File: config.mk
export PLATFORM = sky130hd
export DESIGN_NAME = fetch_ctrl
export DESIGN_NICKNAME = d
export VERILOG_FILES = /design/src/rtl/fetch_pkg.sv /design/src/rtl/fetch_queue.sv /design/src/rtl/fetch_ctrl.sv
export SDC_FILE = /design/constraint.sdc
export NUM_CORES = 1
export LEC_CHECK = 0
export ABC_AREA = 1
export BUFFER_PORTS_ARGS = -buffer_cell sky130_fd_sc_hd__buf_4
export CAP_MARGIN = 30
export CORE_ASPECT_RATIO = 0.6
export CORE_UTILIZATION = 30
export DETAILED_ROUTE_END_ITERATION = 16
export PLACE_DENSITY = 0.48
export SYNTH_ARGS = -nofsm -noshare
export SYNTH_HDL_FRONTEND = slang
export SYNTH_SLANG_ARGS = --single-unit
export TNS_END_PERCENT = 10
File: constraint.sdc
create_clock -name clk -period 6 [get_ports clk]
set_clock_uncertainty 0.15 [all_clocks]
set_input_delay 0.9 -clock clk [delete_from_list [all_inputs] [get_ports clk]]
set_output_delay 0.9 -clock clk [all_outputs]
set_load 0.03 [all_outputs]
File: src/rtl/fetch_pkg.sv
// Shared fetch types: NOP encoding, default reset PC and the queue entry layout.
// Pure declarations: no latency, no flow control.
package fetch_pkg;

    localparam logic [31:0] NOP_INSTR        = 32'h0000_0013;
    localparam logic [31:0] DEFAULT_RESET_PC = 32'h0000_0000;

    typedef struct packed {
        logic [31:0] pc;
        logic [31:0] instr;
        logic        oob;
    } fetch_entry_t;

endpackage

File: src/rtl/fetch_queue.sv
// DEPTH-entry FIFO of fetch entries; head visible the cycle after push-into-empty (no bypass).
// Caller must not push when full unless it pops that cycle; flush empties in one cycle.
module fetch_queue
    import fetch_pkg::*;
#(
    parameter int DEPTH = 2
) (
    input  logic                       clk,
    input  logic                       rst_n,
    input  logic                       push,
    input  fetch_entry_t               push_entry,
    input  logic                       pop,
    input  logic                       flush,
    output logic [$clog2(DEPTH+1)-1:0] count,
    output logic                       full,
    output logic                       head_valid,
    output fetch_entry_t               head
);

    localparam int AW = $clog2(DEPTH);
    localparam int CW = $clog2(DEPTH+1);

    fetch_entry_t  store [DEPTH];
    logic [AW:0]   wr_ptr;
    logic [AW:0]   rd_ptr;
    logic [AW:0]   used;

    // Extra pointer bit distinguishes full from empty when the indices match.
    assign used       = wr_ptr - rd_ptr;
    assign count      = CW'(used);
    assign head_valid = (wr_ptr != rd_ptr);
    assign full       = (wr_ptr[AW] != rd_ptr[AW]) && (wr_ptr[AW-1:0] == rd_ptr[AW-1:0]);
    assign head       = store[rd_ptr[AW-1:0]];

    always_ff @(posedge clk or negedge rst_n) begin
        if (!rst_n) begin
            wr_ptr <= '0;
            rd_ptr <= '0;
        end else if (flush) begin
            wr_ptr <= '0;
            rd_ptr <= '0;
        end else begin
            if (push) wr_ptr <= wr_ptr + 1'b1;
            if (pop)  rd_ptr <= rd_ptr + 1'b1;
        end
    end

    always_ff @(posedge clk) begin
        if (push && !flush) store[wr_ptr[AW-1:0]] <= push_entry;
    end

endmodule

File: src/rtl/fetch_ctrl.sv
// PC sequencer feeding decode through a prefetch queue; fetch-to-decode 1 cycle, redirect-to-decode 2.
// Stalls PC when queue full and not popping; FETCH_MISALIGN_TRAP_EN adds a misaligned-redirect fault.
module fetch_ctrl
    import fetch_pkg::*;
#(
    parameter logic [31:0] RESET_PC  = DEFAULT_RESET_PC,
    parameter int          DEPTH     = 2,
    parameter int          MEM_WORDS = 1024
) (
    input  logic                       clk,
    input  logic                       rst_n,
    output logic [31:0]                imem_addr,
    input  logic [31:0]                imem_instr,
    input  logic                       fetch_en,
    input  logic                       redirect_valid,
    input  logic [31:0]                redirect_pc,
    output logic                       fd_valid,
    input  logic                       fd_ready,
    output logic [31:0]                fd_pc,
    output logic [31:0]                fd_instr,
    output logic                       fd_oob,
`ifdef FETCH_MISALIGN_TRAP_EN
    output logic                       fetch_fault,
`endif
    output logic [$clog2(DEPTH+1)-1:0] q_count
);

    logic [31:0]  pc;
    logic [31:0]  target_pc;
    logic         fault_q;
    logic         do_pop;
    logic         do_push;
    logic         q_full;
    logic         head_valid;
    fetch_entry_t head;
    fetch_entry_t new_entry;

    assign imem_addr = pc;

`ifdef FETCH_MISALIGN_TRAP_EN
    assign target_pc   = redirect_pc;
    assign fetch_fault = fault_q;

    always_ff @(posedge clk or negedge rst_n) begin
        if (!rst_n)              fault_q <= 1'b0;
        else if (redirect_valid) fault_q <= |redirect_pc[1:0];
    end
`else
    assign target_pc = redirect_pc & 32'hFFFF_FFFC;
    assign fault_q   = 1'b0;
`endif

    // A redirect squashes whatever decode sees this cycle, so its pop is dropped.
    assign do_pop  = head_valid && fd_ready && !redirect_valid;
    assign do_push = fetch_en && !redirect_valid && !fault_q && (!q_full || do_pop);

    assign new_entry.pc    = pc;
    assign new_entry.instr = imem_instr;
    assign new_entry.oob   = ({2'b00, pc[31:2]} >= 32'(MEM_WORDS));

    always_ff @(posedge clk or negedge rst_n) begin
        if (!rst_n)              pc <= RESET_PC;
        else if (redirect_valid) pc <= target_pc;
        else if (do_push)        pc <= pc + 32'd4;
    end

    fetch_queue #(.DEPTH(DEPTH)) u_queue (
        .clk        (clk),
        .rst_n      (rst_n),
        .push       (do_push),
        .push_entry (new_entry),
        .pop        (do_pop),
        .flush      (redirect_valid),
        .count      (q_count),
        .full       (q_full),
        .head_valid (head_valid),
        .head       (head)
    );

    assign fd_valid = head_valid;
    assign fd_pc    = head_valid ? head.pc    : 32'h0;
    assign fd_instr = head_valid ? head.instr : NOP_INSTR;
    assign fd_oob   = head_valid && head.oob;

endmodule

* After elaboration in Yosys (flattened, before gate mapping)
Memories as Yosys holds them, arrays and structs flattened. Index checks and enable logic that the tools add are counted.
Operators by class: add/sub/neg operators 4, multipliers 0, div/mod/pow operators 0, magnitude comparators 1, eq/ne operators 3, shift-type cells 0, multiplexer cells 10, bitwise logic cells 0, reductions and logical operators 12
Operator list (number):
- 32-bit 2-to-1 mux | 4
- 32-bit by 3-bit adder with 32-bit output (second input constant) | 1
- 30-bit by 11-bit greater-or-equal comparator with 1-bit output (second input constant) | 1
- 2-bit 2-to-1 mux | 4
- 1-bit logical AND | 7
- 2-bit by 1-bit adder with 2-bit output (second input constant) | 2
- 2-bit nonzero test | 2
- 1-bit logical NOT | 2
- 1-bit 2-to-1 mux | 2
- 2-bit inequality test | 1
- 2-bit subtractor | 1
- 1-bit == test | 1
- 1-bit logical OR | 1
- 1-bit inequality test | 1
Word-level totals: register bits after elaboration 36, bits in latches 0, memory bits (writable) 130, ROM bits 0, output and inout port bits 100, logic and storage cells 34, memories kept 1
Memory list:
- u_queue.store | words 2, bits a word 65, read ports 1, clocked after Yosys merged registers in 0, write ports 1, RTL line fetch_queue.sv:23 | fetch_entry_t store [DEPTH];

* Depth between registers and ports, before layout
Gate-level depths: netlist (run 1).
word-level depth 8, mapped depth 11, mapped depth without buffers 10

* Cells and area by module
A second synthesis (run 1) with hierarchy kept.
Unflattened totals: cell total of the unflattened synthesis 911, area, all modules 8066.5 um^2
By module, submodules not included:
- fetch_queue | instances 1, cells an instance 379, area each 5002.3 um^2, sequential area each 4003.8 um^2
- fetch_ctrl | instances 1, cells an instance 532, area each 3064.2 um^2, sequential area each 750.7 um^2

* Worst setup path after synthesis (run 1)
No wires, ideal clock.
path kind reg2reg, start point reg u_queue.wr_ptr[0], end point mem u_queue.store[1][0] (netlist name) (enable), setup time 0.562 ns, arrival time 5.623 ns, required time 5.288 ns, slack -0.335 ns, stages on the path, launching flop included 9, buffers on the path 1, clock period less this slack 6.335 ns, cells stage by stage dfrtp_1 -> inv_1 -> ha_1 -> inv_1 -> nor2_1 -> nand2_2 -> nand2_4 -> buf_2 -> nor3_1
On the way: longest elaborated chain between the ends 8
Ends and longest elaborated chain:
- start: declaration | RTL line fetch_queue.sv:24 | logic [AW:0] wr_ptr;
- start signal: assignment | RTL line fetch_queue.sv:43 | if (push) wr_ptr <= wr_ptr + 1'b1;
- 2-bit inequality test / 1-bit == test (equally long branches) | RTL line fetch_queue.sv:31, fetch_queue.sv:32
- 1-bit logical AND (on tied branches) | RTL line fetch_ctrl.sv:54, fetch_queue.sv:32
- 1-bit logical AND / 1-bit logical NOT (equally long branches) | RTL line fetch_ctrl.sv:54, fetch_ctrl.sv:55
- 1-bit logical OR | RTL line fetch_ctrl.sv:55 | assign do_push = fetch_en && !redirect_valid && !fault_q && (!q_full || do_pop);
- 1-bit logical AND | RTL line fetch_ctrl.sv:55
- 1-bit logical AND | RTL line fetch_queue.sv:49 | if (push && !flush) store[wr_ptr[AW-1:0]] <= push_entry;
- 1-bit 2-to-1 mux | RTL line fetch_queue.sv:49
- 1-bit 2-to-1 mux (not written as such) | RTL line fetch_queue.sv:49
- end: declaration | RTL line fetch_queue.sv:23
Parallel ways exist; a longest one is shown, timed or not.

* Final worst setup path (run 1)
start point reg u_queue.rd_ptr[0], end point out fd_instr[10]
On the way: longest elaborated chain between the ends 2
Ends and longest elaborated chain:
- start: declaration | RTL line fetch_queue.sv:25 | logic [AW:0] rd_ptr;
- start signal: assignment | RTL line fetch_queue.sv:44 | if (pop) rd_ptr <= rd_ptr + 1'b1;
- memory read 2 x 65 bit / 2-bit inequality test (equally long branches)
- 32-bit 2-to-1 mux * | RTL line fetch_ctrl.sv:82 | assign fd_instr = head_valid ? head.instr : NOP_INSTR;
- end: declaration | RTL line fetch_ctrl.sv:20 | output logic [31:0] fd_instr,
Every way passes the cells marked *; elsewhere a longest branch is shown, timed or not.

==> summary by stage, run 1 <==
Run status
The run finished with clean final reports.

Synthesis
The synthesized area divided by synthesized cell count is approximately 8.8 um2. The mapped cell area is around 8000 um2. Sorting the synthesized cells by area gives the leading types as sky130_fd_sc_hd__edfxtp_1, sky130_fd_sc_hd__nand2_1, sky130_fd_sc_hd__dfrtp_1. The number of unique standard cell types used by synthesis is 28. The fraction of synthesized cell area taken by the top area cell type is 48.3%.

The number of instances in the synthesized netlist is 894. Of the synthesized area, sequential elements account for roughly three fifths. The top cell type by total area after synthesis is sky130_fd_sc_hd__edfxtp_1.

The number of synthesis warnings is 0. The synthesized flop and latch total is 160.

GRT
The number of antenna violations at the first check in global routing is 0. Across every metal layer, demand over resource in global routing totals 15.9%. The number of global-route vias before repair is approximately 5400. The maximum number of pins on one net before global-route repair is 66. The layer with the highest usage after global routing is met1. The global routing met1 resource utilization is 24.1%.

Summed over all layers, the global routing overflow is 0. Global routing used between 4 and 5% of the available met3 tracks. The met2 usage in global routing is 22.3%.

The first-pass GRT wire length is 31.8 mm.

Detailed routing
The detail route stage leaves a number of antenna-violating nets equal to 0. The routed layout has approximately 5800 vias. Dividing the detail-routed wire length by the instance count gives 14.9 um. The wire length after detailed routing is 20.6 mm. The first TritonRoute pass finished after 5 iterations.

The first routing iteration left 390 violations. For this run, design rule violations remaining after detail routing come to 0. The routed via count divided by cell count is between 4 and 5.

Die
The die is roughly 130 um tall. For this configuration, the core starts out at a cell density of 30.8%. The core region is roughly 25000 um2. Measured along the x axis, the die boundary spans around 210 um. The area enclosed by the die boundary is around 27000 um2. In this run the count of I/O pins placed on the die edge is 169.

The floorplan has 45 rows.

Timing
Setup violations remaining at the end of the flow were counted as 0. Static timing analysis puts the maximum clock frequency at 261 MHz. The portion of the clock cycle consumed by the worst path in the final layout is a little under two thirds. The slew at the pin closest to its max-slew limit is 0.865 ns.

Subtracting the final worst setup slack from the clock period gives roughly 3.8 ns. The final hold violation count is 0. The number of pins exceeding their max-slew limit in the final report is 0. Setup repair after global routing left no endpoint under its margin. The setup TNS after final layout is 0 ns.

In this run the tightest slew margin relative to its limit is 42.4%.

Clock tree
The clock insertion delay at the later pin of the skew report is 0.44 ns. TritonCTS built the clock tree. The total number of clock tree sinks is 160. The maximum root-to-sink buffer count is 2. The CTS clock-pin slew for the worst setup and hold paths is 0.07 ns.

The number of buffers inserted by post-CTS setup repair is 0. In this run, CTS created clock tree buffers numbering 17. The number of buffers inserted by hold repair at cts is 0. The number of gates given a new drive strength after cts is 0.

The root buffer cell chosen for the clock tree is sky130_fd_sc_hd__clkbuf_16. The H-tree depth reported by CTS is 4.

Power
The completed layout was analyzed and its total power is 3.79 mW. The worst vdd rail ir drop is 0.178 mV. The power per cell area is 388 nW/um2. For this design the static power due to leakage is 4.65 nW.

Setup path
The data required time at the worst endpoint is 4.95 ns. The endpoint class of the critical path is a primary output. The kind of start point of the critical path is a register. The reg-to-reg endpoint is u_queue.store[0][18].

The worst register-to-register path begins at u_queue.wr_ptr[0]. The setup path with the least slack is of type register to primary output. The reg2reg setup slack is approximately 2.9 ns.

The worst register-to-register path has a depth of 10. The worst-path maximum fanout is 65. The arrival time at the worst endpoint is 2.79 ns.

Placed design
The count of buffers from port buffering is 162. The global placement routability congestion is 0.857. The wire-length estimate of the detail-placed layout is 13.8 mm.

Cells and area
For this run, the post-layout net count is 1088. Of the cells placed in the final design, the portion with a size suffix greater than 1 is between 20% and 30%. At the end of the flow the core is filled with cells to 38.4%. The antenna diode instance count is 0. The total area of sequential cells is ~4600 um2.

Summing all multi-input logic gate instances after layout gives 2410 um2. The synthesis-to-layout area growth is 24.7%. The number of fillers in the final layout is ~2600.

Job
The max capacitance violation total is 0.

Worst hold path
The worst hold path belongs to the class primary input to asynchronous set/reset pin.
registers in the layout (all words and copies together) (netlist names):
register	flops
u_queue.store	126
imem_addr	30
u_queue.rd_ptr	2
u_queue.wr_ptr	2
report_power, final:
part | switching, mW | internal, mW
Clock | 0.494 | 0.593
Sequential | 0.0871 | 1.29
Combinational | 0.902 | 0.419
per-stage QoR:
stage / setup slack (ns) / cells / hold slack, ns / area, um2
after floorplan: 1.59 / 897 / 0.342 / 7850
after global placement: 2.57 / 1348 / 0.447 / 9150
after detailed placement: 2.55 / 1349 / 0.461 / 9180
after CTS: 2.07 / 1381 / 0.285 / 9770
after global routing: 1.94 / 1381 / 0.297 / 9770
final: 2.16 / 1381 / 0.283 / 9770
synth_stat cells, drive strengths merged:
| cell | instances |
|---|---|
| o211ai | 3 |
| inv | 109 |
| or2 | 1 |
| nor3 | 1 |
| and2 | 2 |
| dfrtp | 34 |
| xnor2 | 5 |
| xor2 | 5 |
| edfxtp | 126 |
| ha | 3 |
| nor4 | 3 |
| clkbuf | 5 |
| nand2 | 394 |
| nand3 | 77 |
| buf | 63 |
| nor2 | 41 |
| o21bai | 3 |
| conb | 1 |
| nand4 | 3 |
| o21ai | 15 |
routing by layer:
metal | wire (um) | share of wire [%]
met3 | 1090 | 5.3
met2 | 8550 | 42
met4 | 142 | 0.69
met5 | 0 | 0
met1 | 10800 | 52
cells by family (layout without fill, tap and decap cells):
kind of cell    after synthesis  after routing  synth area share (%)
simple gates                522            522                  27.1
buf+inv                     177            309                  10.6
flops                       160            160                  59.1
compound gates               21             21                  1.53
xor+xnor                     10             10                  1.12
fa+ha+maj                     3              3                 0.479
other cells                   1              4                0.0479
cell usage in the layout, fill, tap and decap left out, types with 2 or more instances in the layout:
master	count
sky130_fd_sc_hd__nand3_1	76
sky130_fd_sc_hd__conb_1	4
sky130_fd_sc_hd__and2_1	2
sky130_fd_sc_hd__nor2_1	34
sky130_fd_sc_hd__ha_1	3
sky130_fd_sc_hd__o21bai_1	3
sky130_fd_sc_hd__buf_4	167
sky130_fd_sc_hd__nand2_1	389
sky130_fd_sc_hd__dfrtp_1	33
sky130_fd_sc_hd__nor4_1	3
sky130_fd_sc_hd__xnor2_1	5
sky130_fd_sc_hd__inv_8	5
sky130_fd_sc_hd__inv_2	3
sky130_fd_sc_hd__inv_1	106
sky130_fd_sc_hd__nor2_4	2
sky130_fd_sc_hd__nand4_1	3
sky130_fd_sc_hd__clkbuf_16	17
sky130_fd_sc_hd__xor2_1	5
sky130_fd_sc_hd__o21ai_0	15
sky130_fd_sc_hd__inv_6	4
sky130_fd_sc_hd__o211ai_1	3
sky130_fd_sc_hd__edfxtp_1	126
sky130_fd_sc_hd__nor2_2	5
sky130_fd_sc_hd__clkinvlp_4	4
sky130_fd_sc_hd__nand2_2	4
worst max-delay path by stage:
stage | start | depth (start not counted) | end
after global routing | u_queue.rd_ptr[0] | 8 | fd_instr[13]
after CTS | u_queue.rd_ptr[0] | 8 | fd_instr[10]
final | u_queue.rd_ptr[0] | 8 | fd_instr[10]
after detailed placement | u_queue.rd_ptr[0] | 8 | fd_instr[10]
after floorplan | u_queue.wr_ptr[0] | 8 | u_queue.store[1][0]
after global placement | u_queue.rd_ptr[0] | 8 | fd_pc[27]
worst max-delay path, cell delays in order (launching register included):
cell and delay (ns):
sky130_fd_sc_hd__dfrtp_2 0.36, sky130_fd_sc_hd__buf_4 0.64, sky130_fd_sc_hd__inv_2 0.42, sky130_fd_sc_hd__buf_4 0.40
sky130_fd_sc_hd__nand2_1 0.12, sky130_fd_sc_hd__nand2_1 0.05, sky130_fd_sc_hd__nand2_1 0.06, sky130_fd_sc_hd__inv_1 0.08
sky130_fd_sc_hd__buf_4 0.17
area by class of cell:
type	instances	share of cell area, %
inverters	109	4.19
well taps	352	4.51
repair buffers	168	13.1
multi-input cells	560	24.7
clock buffers	17	4.36
flip-flops and latches	160	47.5
clock inverters	15	1.72
(Power assumes the default switching activity.)
==> inputs of run 2 (changes only) <==
--- a/config.mk
+++ b/config.mk
@@ -11,7 +11,7 @@
 export CORE_ASPECT_RATIO = 0.6
 export CORE_UTILIZATION = 30
 export DETAILED_ROUTE_END_ITERATION = 16
-export PLACE_DENSITY = 0.48
+export PLACE_DENSITY = 0.46
 export SYNTH_ARGS = -nofsm -noshare
 export SYNTH_HDL_FRONTEND = slang
 export SYNTH_SLANG_ARGS = --single-unit
==> constraint.sdc (replaced) <==
create_clock -name clk -period 3.6 [get_ports clk]
set_clock_uncertainty 0.15 [all_clocks]
set_input_delay 0.54 -clock clk [delete_from_list [all_inputs] [get_ports clk]]
set_output_delay 0.54 -clock clk [all_outputs]
set_load 0.03 [all_outputs]
==> run 2 against run 1 <==
  * Utilization grew 0.23 points
  * Combinational power grew 67%
  * Count of clock-buffer cells in the layout grew 2
  * Total power grew 69%
  * Clock power grew 74%
  * Sequential share of layout area shrank 0.28 points
  * Die area is the same
==> summary by stage, run 2 (synthesized netlist as in run 1, its figures left out) <==
Cells and area
The register with the most flip-flops in the layout has 126 of them. The number of fillers in the final layout is ~2600. The final net count is 1094. The library cell used most frequently in the layout, excluding fill and tap cells, is sky130_fd_sc_hd__nand2_1. Compared with the post-synthesis result, the final layout area differs by 25.4%. In the layout the commonest cells are sky130_fd_sc_hd__nand2_1, sky130_fd_sc_hd__buf_4, sky130_fd_sc_hd__edfxtp_1, sky130_fd_sc_hd__inv_1, sky130_fd_sc_hd__nand3_1. 0 antenna diodes ended up in the layout. The share of cells above drive strength 1 is 21.5%. After routing the design area is 9830 um2.

Clock tree
The number of buffers inserted by post-CTS setup repair is 0. The CTS clock-pin slew for the worst setup and hold paths is 0.07 ns. TritonCTS built the clock tree. The maximum root-to-sink buffer count is 2.

The number of gates given a new drive strength after cts is 0. Clock tree synthesis found a total of 160 sinks. The clock tree synthesis step divided the H-tree into 4 levels. The clock insertion delay at the later pin of the skew report is between 0.4 and 0.5 ns.

The root buffer cell chosen for the clock tree is sky130_fd_sc_hd__clkbuf_16. The TritonCTS buffer count is 17. The number of hold buffers added after CTS was 1.

Timing
The final hold violation count is 0. Setup repair after global routing left no endpoint under its margin. For the pin with the worst max-slew slack, the measured transition is 0.561 ns. The highest achievable clock rate is 357 MHz. After layout, the minimum clock period comes to 2.80 ns. The setup TNS after final layout is 0 ns. In the finished design, the share of the clock period the worst path needs comes to ~78%. The number of pins exceeding their max-slew limit in the final report is 0.

In this run the tightest slew margin relative to its limit is approximately 63%. The final setup violation count is 0.

Die
The vertical die dimension is 127 um. The initial utilization of the core area, before any placement, comes to a little under a third. The area enclosed by the die boundary is 26800 um2. The floorplan step set the die width to 211 um.

The floorplan row count is between 40 and 50. The number of I/O pins is between 150 and 200. In this run the standard cell core region covers approximately 25000 um2.

Detailed routing
The detail route stage leaves a number of antenna-violating nets equal to 0. The final routed wire length divided by cell count is 15.2 um. The residual DRC count is 0. The routed via count is 5878. The wire length after detailed routing is around 21 mm.

The routed via count divided by cell count is around 4.2. The starting DRC count in detailed routing is approximately 300. The count of TritonRoute iterations in the first routing pass is 4.

Power
The part of the power in combinational logic is 34.5%. VDD sags by at most between 0.2 and 0.3 mV. The analysis attributes to net switching a power of 2.43 mW. Net switching is 37.8% of the power.

The design internal power is roughly 4 mW. The leakage power summed over all cells is 4.70 nW. Registers are responsible for a little over a third of the overall power. Dividing total power by cell area gives a power density of 654 nW/um2. Of the total power, the clock network draws between 20% and 30%.

Job
Across the run, the number of max-cap violations was 0.

Setup path
The critical path contains buffers and inverters numbering 4 combined. In this design, the stage delay of the slowest critical-path cell is 0.40 ns. The data required time at the worst endpoint is between 2 and 3 ns.

Traced cell by cell, the critical path runs through inv_1, ha_1, nand3_2, buf_4, nand2_1, inv_1, buf_4. The gate family responsible for the most delay along the worst path is buffers and inverters. Among all stages on the critical path, the largest delay is contributed by sky130_fd_sc_hd__buf_4. The worst setup path is launched from a register. The arrival time at the worst endpoint is 2.11 ns. The type of the setup path with the least slack is register to primary output.

The worst-path maximum fanout is 38. The endpoint class of the critical path is a primary output.

Worst hold path
The kind of path behind the tightest hold check is primary input to register.

GRT
Entering global routing, the biggest net connects 47 pins. The number of global-route vias before repair is 5338. The total congestion overflow is 0. The number of antenna violations at the first check in global routing came to 0. The first-pass GRT wire length is 32.2 mm.

In the global route stage, overall resource usage came out at roughly 16%.

Placed design
At the end of routability-driven placement, the weighted congestion stood at 0.817. After legalization and detailed placement, the total HPWL measured about 14 mm. The count of buffers from port buffering is 162.

The standard cell area after detailed placement is 9200 um2.

Run status
The run finished with clean final reports.
## run 2: cell count changes in the layout (fill, tap and decap cells not counted), sizes merged
cell | before | now
inv | 118 | 113
clkbuf | 17 | 19
clkinv | 1 | 4
clkinvlp | 4 | 2
buf | 168 | 173
bufinv | 1 | 3
dlygate4sd3 | 0 | 1
## run 2: path summary, 6_finish.rpt
path | start | end | slack (ns) | cells after the start
max | u_queue.wr_ptr[0] | fd_pc[13] | 0.80 | 7
max in group asynchronous | rst_n | u_queue.rd_ptr[0] | 2.46 | 2
min | imem_instr[4] | u_queue.store[0][5] | 0.15 | 1
max reg2reg | u_queue.wr_ptr[0] | u_queue.store[0][61] | 1.05 | 10
min reg2reg | u_queue.wr_ptr[1] | u_queue.wr_ptr[1] | 0.46 | 2
min in group asynchronous | rst_n | imem_addr[26] | 0.47 | 2
## run 2: final cells by class
class	instances	area, um2	area share (%)
inverter	109	409	4.16
multi-input combinational	560	2400	24.4
clock buffer	19	443	4.51
timing repair buffer	174	1320	13.4
tap	352	440	4.48
clock inverter	13	176	1.80
sequential	160	4640	47.2
## run 2: power by group through the flow
stage | clock [mW] | sequential [mW] | combinational (mW)
detailed placement | 0 | 2.35 | 2.25
global placement | 0 | 2.35 | 2.25
finish | 1.90 | 2.31 | 2.21
floorplan | 0 | 2.28 | 1.49
global route | 2.02 | 2.33 | 2.42
CTS | 1.94 | 2.31 | 2.26
## run 2: layer usage
metal / global-route usage [%] / share of wire [%] / routed length (um) / vias up
met5: 0 / 0 / 0 / -
met2: 22.8 / 42 / 8930 / 132
met1: 24.8 / 53 / 11200 / 2704
met4: 3.58 / 0.64 / 135 / 0
met3: 3.49 / 4.1 / 867 / 9
li1: - / - / - / 3033
## run 2: stage by stage
stage               total power, mW  util (%)  cells  hold WS, ns  worst slack [ns]
detailed placement             4.60      36.1   1354        0.387              1.04
global route                   6.77      38.6   1387        0.119             0.630
CTS                            6.51      38.6   1387        0.125             0.751
finish                         6.42      38.6   1387        0.147             0.803
floorplan                      3.78         -    897       0.0944             0.117
global placement               4.60      36.1   1354        0.390              1.05
==> inputs of run 3 (changes only) <==
--- a/config.mk
+++ b/config.mk
@@ -11,7 +11,7 @@
 export CORE_ASPECT_RATIO = 0.6
 export CORE_UTILIZATION = 30
 export DETAILED_ROUTE_END_ITERATION = 16
-export PLACE_DENSITY = 0.46
+export PLACE_DENSITY = 0.48
 export SYNTH_ARGS = -nofsm -noshare
 export SYNTH_HDL_FRONTEND = slang
 export SYNTH_SLANG_ARGS = --single-unit
==> constraint.sdc (replaced) <==
create_clock -name clk -period 2.5 [get_ports clk]
set_clock_uncertainty 0.15 [all_clocks]
set_input_delay 0.375 -clock clk [delete_from_list [all_inputs] [get_ports clk]]
set_output_delay 0.375 -clock clk [all_outputs]
set_load 0.03 [all_outputs]
==> run 3 against run 2 <==
  * Design area increased by 4.3%
  * Routed wire length rose by 3.9%
  * Non-clock buffer count up 39
  * Die area did not move
==> summary by stage, run 3 (synthesized netlist as in run 1, its figures left out) <==
Run status
The run finished with clean final reports.

Cells and area
The share of cells above drive strength 1 is 21.3%. The number of antenna diodes in the final layout is 0. The library cells used most frequently in the layout, excluding fill and tap cells, are sky130_fd_sc_hd__nand2_1, sky130_fd_sc_hd__buf_4, sky130_fd_sc_hd__edfxtp_1, sky130_fd_sc_hd__inv_1, sky130_fd_sc_hd__nand3_1. The library cell used most frequently in the layout, excluding fill and tap cells, is sky130_fd_sc_hd__nand2_1.

The synthesis-to-layout area growth is 30.8%. The net count of the finished layout is 1133. The register with the most flip-flops in the layout has 126 of them.

Clock tree
The tree is rooted in a sky130_fd_sc_hd__clkbuf_16. The TritonCTS buffer count is 17. CTS built an H-tree with a depth of 4. The total number of clock tree sinks is between 150 and 200.

The CTS tree is done. The maximum root-to-sink buffer count is 2. The later pin in the worst-skew pair is clocked with a latency of about 0.43 ns. The CTS clock-pin slew for the worst setup and hold paths is 0.07 ns.

Power
The power per cell area is 905 nW/um2. The fraction of power spent switching nets is 38.6%. The leakage power summed over all cells is 4.86 nW.

The design internal power is 5.70 mW. The share of power burned in registers is 35.9%. The power spent charging and discharging nets is 3.58 mW. Per report_power, the clock group accounts for 26.3% of the total. IR analysis of the VDD net gives a maximum drop of between 0.4 and 0.5 mV. Combinational logic burns 37.7% of the power.

Setup path
On the critical path, the stage with the largest delay is an instance of sky130_fd_sc_hd__dfrtp_2. For this run, the slowest stage of the critical path takes ~0.45 ns. Traced cell by cell, the critical path runs through ha_4, nand3_4, clkbuf_16, nand2_1, inv_1, buf_4. The gate family responsible for the most delay along the worst path is flip-flops. STA classifies the critical path startpoint as a register. The endpoint class of the critical path is a primary output. In this run the worst path has a maximum fanout of 23. The critical path contains buffers and inverters numbering 3 combined. The data required time at the worst endpoint is 1.98 ns. The critical path is of the register to primary output type. STA puts the critical path data arrival time at 1.90 ns.

Timing
Setup repair after global routing could not meet its margin everywhere. The setup TNS after final layout is 0 ns. The final hold violation count came to 0. The minimum clock period after layout is between 2 and 2.5 ns. Setup slack closes at 0.0721 ns.

The final setup violation count is 0. The highest achievable clock rate is 412 MHz. Of the available clock period, the critical path in the final layout requires 97.1%.

The number of pins exceeding their max-slew limit in the final report is 0.

Detailed routing
The routed via count is 6060. The detail route stage leaves a number of antenna-violating nets equal to 0. After detailed routing, the number of remaining DRC violations is 0. After the first detailed-routing iteration, the DRC count stood at 378. The count of TritonRoute iterations in the first routing pass is 4. The wire length after detailed routing is roughly 22 mm. After detailed routing, the number of vias per cell comes to 4.25. Dividing the detail-routed wire length by the instance count gives between 15 and 20 um.

GRT
The first global-routing pass estimated roughly 33 mm of wire. The number of global-route vias before repair is 5507. Summed over all layers, the global routing overflow is 0.

Entering global routing, the biggest net connects 49 pins. The number of antenna violations at the first check in global routing was 0. Across every metal layer, demand over resource in global routing totals around 16%.

Die
The placeable core region is approximately 25000 um2. The horizontal die dimension is 211 um. The area enclosed by the die boundary is 26800 um2.

169 I/O pins were placed. The initial core utilization is 30.8%. The floorplan row count is 45. The die is 127 um tall.

Placed design
The total half-perimeter wirelength after legalization and detailed placement is 14.7 mm. Prior to clock tree synthesis, the placed netlist has a worst setup slack of approximately 0.46 ns. The global placement routability congestion is a little over 0.8. The count of buffers added on input and output ports is approximately 160.

Job
The max capacitance violation total is 0.

Worst hold path
The kind of path behind the tightest hold check is primary input to register.
[run 3: timing repair]
action	CTS	global route
endpoints found under the setup margin	0	16
setup buffers	0	0
hold buffers	33	0
endpoints found under the hold margin	98	0
gates resized for setup	0	8
[run 3: final timing paths]
path | from | endpoint | slack [ns] | depth (start not counted)
worst max-delay path | u_queue.rd_ptr[0] | fd_pc[5] | 0.07 | 6
worst min-delay path | redirect_pc[6] | imem_addr[6] | 0.02 | 3
worst max register to register | u_queue.wr_ptr[0] | u_queue.store[1][3] | 0.46 | 8
worst min register to register | imem_addr[3] | u_queue.store[1][36] | 0.47 | 0
max in group asynchronous | rst_n | u_queue.rd_ptr[0] | 1.55 | 2
min in group asynchronous | rst_n | imem_addr[24] | 0.30 | 2
[run 3: stage by stage]
step / cells / total power [mW] / cell area [um2] / hold slack [ns] / util, %
3_5_place_dp: 1359 / 6.71 / 9290 / 0.215 / 36.5
5_1_grt: 1425 / 9.77 / 10200 / 0.0196 / 40.3
4_1_cts: 1423 / 9.20 / 10200 / 0.0103 / 39.9
2_1_floorplan: 897 / 5.47 / 7890 / -0.0706 / -
3_3_place_gp: 1359 / 6.70 / 9290 / 0.223 / 36.5
6_report: 1425 / 9.27 / 10200 / 0.0232 / 40.3
[run 3: power groups by stage]
stage	Sequential (mW)	Clock (mW)	Combinational (mW)
6_report	3.33	2.44	3.50
5_1_grt	3.36	2.60	3.80
4_1_cts	3.34	2.50	3.37
3_5_place_dp	3.39	0	3.32
3_3_place_gp	3.39	0	3.31
2_1_floorplan	3.29	0	2.18
[run 3: final cells by class]
cell class	count	area, um2
clock buffers	18	429
clock inverters	13	111
fillers	2599	15200
inverters	109	414
multi-input cells	560	2420
flip-flops and latches	160	4640
well taps	352	440
repair buffers	213	1790
[run 3: worst min-delay path, stage by stage]
cell	delay [ns]
sky130_fd_sc_hd__buf_4	0.08
sky130_fd_sc_hd__nand2_1	0.04
sky130_fd_sc_hd__nand3_1	0.07
[run 3: metal layers]
metal / GRT usage [%] / vias to the layer above / share of wire (%)
met5: 0 / - / 0
met2: 23.0 / 159 / 42
met4: 3.58 / 0 / 0.60
li1: - / 3115 / -
met3: 3.15 / 6 / 4.6
met1: 25.1 / 2780 / 53
